==> src/rtl/counter_rr_sched.sv <==
// Round-robin scheduler owning four shared counters (SIZE, SIZE/2, SIZE/2, SIZE/4) and their registered sum.
// Optional starvation monitor enabled by defining COUNTER_RR_SCHED_STARVE_MON_EN.
module counter_rr_sched #(
    parameter int SIZE         = 8,
    parameter int QUANTUM      = 2,
    parameter int STARVE_LIMIT = 16
) (
    input  logic                clk,
    input  logic                rst,
    input  logic                en,
    input  logic [3:0]          req,
    input  logic                wrap_clr,
    output logic [3:0]          grant,
    output logic                grant_vld,
    output logic [SIZE-1:0]     val1,
    output logic [SIZE/2-1:0]   val2,
    output logic [SIZE/2-1:0]   val3,
    output logic [SIZE/4-1:0]   val4,
    output logic [3:0]          wrap,
    output logic [2*SIZE-1:0]   sum
`ifdef COUNTER_RR_SCHED_STARVE_MON_EN
    ,
    output logic [3:0]          starve
`endif
);

    localparam int         SW   = 2 * SIZE;
    localparam logic [3:0] QMAX = 4'(QUANTUM);

    typedef enum logic {
        IDLE,
        BUSY
    } state_t;

    state_t     state_q, state_d;
    logic [1:0] w_q, w_d;
    logic [1:0] ptr_q, ptr_d;
    logic [3:0] qcnt_q, qcnt_d;
    logic [3:0] grant_d;
    logic [3:0] inc;
    logic [3:0] wrap_set;

    // First set request bit at or after 'from', wrapping around.
    function automatic logic [1:0] rr_pick(input logic [3:0] r, input logic [1:0] from);
        logic [1:0] idx;
        logic       found;
        rr_pick = from;
        found   = 1'b0;
        for (int unsigned i = 0; i < 4; i++) begin
            idx = from + 2'(i);
            if (!found && r[idx]) begin
                rr_pick = idx;
                found   = 1'b1;
            end
        end
    endfunction

    always_comb begin
        state_d = state_q;
        w_d     = w_q;
        ptr_d   = ptr_q;
        qcnt_d  = qcnt_q;
        case (state_q)
            IDLE: begin
                if (en && (|req)) begin
                    state_d = BUSY;
                    w_d     = rr_pick(req, ptr_q);
                    qcnt_d  = 4'd1;
                end
            end
            BUSY: begin
                if (!en) begin
                    state_d = IDLE;
                    ptr_d   = w_q + 2'd1;
                    qcnt_d  = '0;
                end else if (req[w_q] && (qcnt_q < QMAX)) begin
                    qcnt_d = qcnt_q + 4'd1;
                end else begin
                    // Rotation and re-arbitration share one cycle so grants run back-to-back.
                    ptr_d = w_q + 2'd1;
                    if (|req) begin
                        w_d    = rr_pick(req, w_q + 2'd1);
                        qcnt_d = 4'd1;
                    end else begin
                        state_d = IDLE;
                        qcnt_d  = '0;
                    end
                end
            end
            default: begin
                state_d = IDLE;
            end
        endcase
        grant_d = '0;
        if (state_d == BUSY) begin
            grant_d[w_d] = 1'b1;
        end
    end

    always_ff @(posedge clk or negedge rst) begin
        if (!rst) begin
            state_q <= IDLE;
            w_q     <= '0;
            ptr_q   <= '0;
            qcnt_q  <= '0;
            grant   <= '0;
        end else begin
            state_q <= state_d;
            w_q     <= w_d;
            ptr_q   <= ptr_d;
            qcnt_q  <= qcnt_d;
            grant   <= grant_d;
        end
    end

    assign grant_vld = |grant;

    // Registered grant already encodes the active winner; enable gates the increment.
    assign inc = en ? grant : 4'b0000;

    always_comb begin
        wrap_set    = '0;
        wrap_set[0] = inc[0] && (val1 == '1);
        wrap_set[1] = inc[1] && (val2 == '1);
        wrap_set[2] = inc[2] && (val3 == '1);
        wrap_set[3] = inc[3] && (val4 == '1);
    end

    always_ff @(posedge clk or negedge rst) begin
        if (!rst) begin
            val1 <= '0;
            val2 <= '0;
            val3 <= '0;
            val4 <= '0;
            wrap <= '0;
            sum  <= '0;
        end else begin
            if (inc[0]) val1 <= val1 + SIZE'(1);
            if (inc[1]) val2 <= val2 + (SIZE/2)'(1);
            if (inc[2]) val3 <= val3 + (SIZE/2)'(1);
            if (inc[3]) val4 <= val4 + (SIZE/4)'(1);
            wrap <= (wrap & ~{4{wrap_clr}}) | wrap_set;
            sum  <= SW'(val1) + SW'(val2) + SW'(val3) + SW'(val4);
        end
    end

`ifdef COUNTER_RR_SCHED_STARVE_MON_EN
    localparam int          WW  = $clog2(STARVE_LIMIT + 1);
    localparam logic [WW-1:0] LIM = WW'(STARVE_LIMIT);

    logic [WW-1:0] wait_cnt [4];

    always_ff @(posedge clk or negedge rst) begin
        if (!rst) begin
            for (int unsigned i = 0; i < 4; i++) begin
                wait_cnt[i] <= '0;
            end
        end else begin
            for (int unsigned i = 0; i < 4; i++) begin
                if (req[i] && !grant[i]) begin
                    if (wait_cnt[i] < LIM) wait_cnt[i] <= wait_cnt[i] + WW'(1);
                end else begin
                    wait_cnt[i] <= '0;
                end
            end
        end
    end

    always_comb begin
        starve = '0;
        for (int unsigned i = 0; i < 4; i++) begin
            starve[i] = (wait_cnt[i] >= LIM);
        end
    end
`endif

endmodule

==> config.mk <==
export PLATFORM = sky130hd
export DESIGN_NAME = counter_rr_sched
export DESIGN_NICKNAME = d
export VERILOG_FILES = /design/src/rtl/counter_rr_sched.sv
export SDC_FILE = /design/constraint.sdc
export NUM_CORES = 1
export LEC_CHECK = 0
export CAP_MARGIN = 20
export CORE_UTILIZATION = 40
export DETAILED_ROUTE_END_ITERATION = 10
export PLACE_DENSITY = 0.71
export SYNTH_ARGS = -nofsm -noshare
export SYNTH_HDL_FRONTEND = slang
export SYNTH_SLANG_ARGS = --single-unit
==> constraint.sdc <==
create_clock -name clk -period 3.6 [get_ports clk]
set_input_delay 0.54 -clock clk [delete_from_list [all_inputs] [get_ports clk]]
set_output_delay 0.54 -clock clk [all_outputs]
set_load 0.1 [all_outputs]
# == Yosys cells after proc, flatten, opt, wreduce, memory -nomap -nowiden ==
# Index checks and enable logic that the tools add are counted.
# word_totals
register_bits,46
elab_cells,139
input_bits,8
# op_classes
bitwise,4
n_lt_le_gt_ge,12
n_reduce_logical,22
eq_ne,6
addsub,15
n_mux,69
# op_table
operator,count
$mux 1,39
$lt 2x3->1 const B,10
$mux 2,12
$mux 4,5
$bmux 1 s2,9
$logic_and 1x1->1,13
$add 4x1->4 const B,3
$add 10x2->11,1
$add 9x4->10,1
$add 8x4->9,1
$add 2x1->2 const B,4
$add 2x2->2 const B,4
$add 8x1->8 const B,1
$eq 4x4->1 const B,2
$eq 8x8->1 const B,1
$pmux 4 s2,1
$reduce_or 4->1,2
$logic_not 1->1,6
$and 4x4->4,1
$lt 4x2->1 const B,1
$ne 2x2->1 const B,2
$not 4->4,1
$or 4x4->4,1
$pmux 2 s2,1
6 further kinds,6

# == Depth between registers and ports, before layout ==
# logic_depth
depth_word,34
ltp_mapped,11
ltp_nobuf,11

# == Worst setup path before layout ==
# Ideal clock, no wire load.
# synth_timing
path_type,register -> register
start,reg val1[1]
end,reg sum[7]
path_buffers,0
slack_ps,89
setup_time_ps,160
synth_period_minus_slack_ps,3511
path_stages_with_launch,11
arrival_ps,3351
path_cell_list,dfrtp_1 -> fa_1 -> fa_1 -> ha_1 -> inv_1 -> fa_1 -> nor2b_1 -> o21ai_0 -> a21boi_0 -> o21ai_0 -> xnor2_1
# synth_via
elab_chain_len,3
# synth_lines
item,line_no,rtl
"start, declared",15,"output logic [SIZE-1:0] val1,"
"start signal, assigned",138,if (inc[0]) val1 <= val1 + SIZE'(1);
$add 8x4->9,143,sum <= SW'(val1) + SW'(val2) + SW'(val3) + SW'(val4);
$add 9x4->10,143,
$add 10x2->11,143,
"end signal, assigned",143,
"end, declared",20,output logic [2*SIZE-1:0] sum
# Every way passes these cells.
# A chain may end at the register's enable or synchronous reset.

# == Worst setup path after layout ==
# Ends and elaborated chain as after synthesis.

==> qor.txt <==
Run status = finished clean
CTS resizes = 0
Worst-Margin Slew = 0.972 ns
Initial antenna violation count = 0
CP Depth = 10
Synth Flop Type = dfrtp_1
Routed len/inst = 13.5 um
CP required = 3.77 ns
Worst-path fanout max = 7
Final ANT Viol Nets = 0
Setup-failing EPs final = 0
Filler cells = 544
Vias/cell = 5.15
Die Span Y = 81.4 um
Yosys warns = 0
Clock slew at reported path FFs = 0.07 ns
# DRC = 0
Hpwl dp = 3770 um
Vias = 1865
Final hold vios = 0
Post-Route WL = 4880 um
Area added between synthesis and finish = 22.3%
Reg-to-reg startpoint = val1[1]
Fmax = 325 MHz
Vias in the first global route = 1810
TritonCTS sink count = 44
Final Wtd Congestion = 0.839
RSZ-0062 raised after global routing = false
PortBufs = 43
Dominant cell type by area after synthesis = dfrtp_1
Max-cap viol count = 0
Largest net degree at the start of global routing = 45
Inserted Diodes = 0
Clk_lat worst skew = 0.29 ns
Top post-synthesis cells by area = dfrtp_1 (44%), ha_1 (6.9%), xnor2_1 (5.9%)
DRT Pass-1 Iters = 4
Number of buffers created by CTS = 5
CTS root buf = clkbuf_8
R2R Setup Slk = 0.53 ns
Clock buffer depth = 2
Gr usage total = 16.5%
Nets@finish = 317
Most frequent cell after synthesis = dfrtp_1
Final Max Tran Viols = 0
Slew HR = 35.0%
EDFF count, synth = 0
Cell Area, Synth = 2520 um^2
Critical R2R Capture = sum[7]
Die area = 6630 um^2
Worst setup SP type = register
Hold buffers post-CTS = 0
CP top delay family = adder cells
Initial Util = 42.1%
Grt ovf = 0
Post-synth ARST share = 100%
Share of layout cells above drive strength 1 = 9.06%
Period utilization = 85.4%
Post-route setup slack = 0.526 ns
Final TNS setup = 0 ns
Post-Syn Instances = 244
Crit end category = register
H-tree depth reported by CTS = 2
Type of the worst setup path = reg -> reg
First DRT Iteration DRCs = 71
#FFs+latches synth = 44
Rows = 28
Clk_skew = 0.00598 ns
Width of the die = 81.4 um
Hold crit path type = in -> async
Mean post-synth cell area = 10.3 um^2
R2R depth = 10
Top cell by count, worst path = fa_1
Tmin final = 3.07 ns
I/O pin cnt = 51
Netlist cell types = 50
CP Buf/Inv Count = 1
CP arrival = 3.24 ns
Core area = 5990 um^2
Commonest cells in the netlist = dfrtp_1 (44), inv_1 (24), nand2_1 (20)
TritonCTS clock tree = yes
Pre-CTS WS = 0.375 ns
Register area share after synthesis = 43.6%
Wire length of the first global-routing pass = 8300 um
Share of the synthesized area in the top cell type = 43.6%
CP max-delay cell = fa_1
# Post-CTS Setup Buffers = 0
Crit path cell chain = fa_1, fa_1, ha_1, inv_1, fa_1, nor2b_1, o21ai_0, a21boi_0, o21ai_0, xnor2_1
CP peak stage delay = 0.54 ns
-- cell usage in the layout (no fill, tap or decap), types with 2 or more instances in the layout --
| cell type | n |
|---|---|
| a21o_1 | 5 |
| nand2_1 | 20 |
| o21ai_0 | 7 |
| or4_1 | 2 |
| dfrtp_1 | 44 |
| nor2b_1 | 5 |
| a2111oi_0 | 2 |
| nor2_1 | 10 |
| o41ai_1 | 3 |
| xor2_1 | 2 |
| clkbuf_8 | 5 |
| buf_4 | 6 |
| fa_1 | 6 |
| nand4_1 | 2 |
| o22ai_1 | 5 |
| or3b_2 | 3 |
| clkdlybuf4s50_1 | 42 |
| ha_1 | 14 |
| xnor2_1 | 17 |
| and3_1 | 2 |
| a21oi_1 | 9 |
| nand3_1 | 10 |
| mux2_2 | 6 |
| inv_1 | 24 |
| nand3b_1 | 4 |
| conb_1 | 7 |
| nand2b_1 | 2 |
-- per-layer routing --
layer / global-route usage, % / part of all wire (%) / vias to the layer above
li1: - / - / 916
met1: 20.3 / 44 / 899
met2: 28.8 / 50 / 45
met3: 3.67 / 4.3 / 5
met4: 4.82 / 1.0 / 0
met5: 0 / 0 / -
-- cell families (layout without fill, tap and decap cells) --
| logic type | Yosys count | in the layout | synth area share [%] |
|---|---|---|---|
| fa+ha+maj | 20 | 20 | 11.7 |
| other cells | 1 | 7 | 0.149 |
| simple gates | 68 | 68 | 15.1 |
| buf+inv | 41 | 78 | 7.24 |
| xor+xnor | 19 | 19 | 6.59 |
| compound gates | 43 | 43 | 11.6 |
| mux | 8 | 8 | 3.97 |
| flops | 44 | 44 | 43.6 |
-- cell type report --
cell class / count / area [um^2] / area share [%]
multi-input combinational: 165 / 1260 / 40.9
sequential: 44 / 1100 / 35.7
timing repair buffer: 49 / 470 / 15.2
tap: 75 / 93.8 / 3.04
inverter: 24 / 90.1 / 2.92
clock buffer: 5 / 68.8 / 2.23
-- worst max path at each step --
stage / end / start
finish: sum[7] / val1[1]
global route: sum[7] / val1[1]
CTS: sum[7] / val1[1]
detailed placement: grant[0] / req[2]
global placement: grant[3] / req[3]
floorplan: sum[7] / val1[1]
-- registers in the layout (all words and copies together), names as in the netlist --
signal and count:
val3 4, wrap 4, ptr_q 2, qcnt_q 4, state_q 1, val4 2, val2 4, grant 4
sum 9, val1 8, w_q 2
-- through the flow --
stage                     std cells  cell area (um^2)  hold WS [ns]  util (%)
after floorplan                 250              2550         0.244         -
after global placement          357              3020         0.510      50.4
after detailed placement        357              3020         0.515      50.4
after CTS                       362              3090         0.431      51.5
after global routing            362              3090         0.476      51.5
final                           362              3090         0.395      51.5
Power is left out: the tool's default activity adds up to more than one toggle a clock period on the data nets, which glitch-free logic cannot reach.
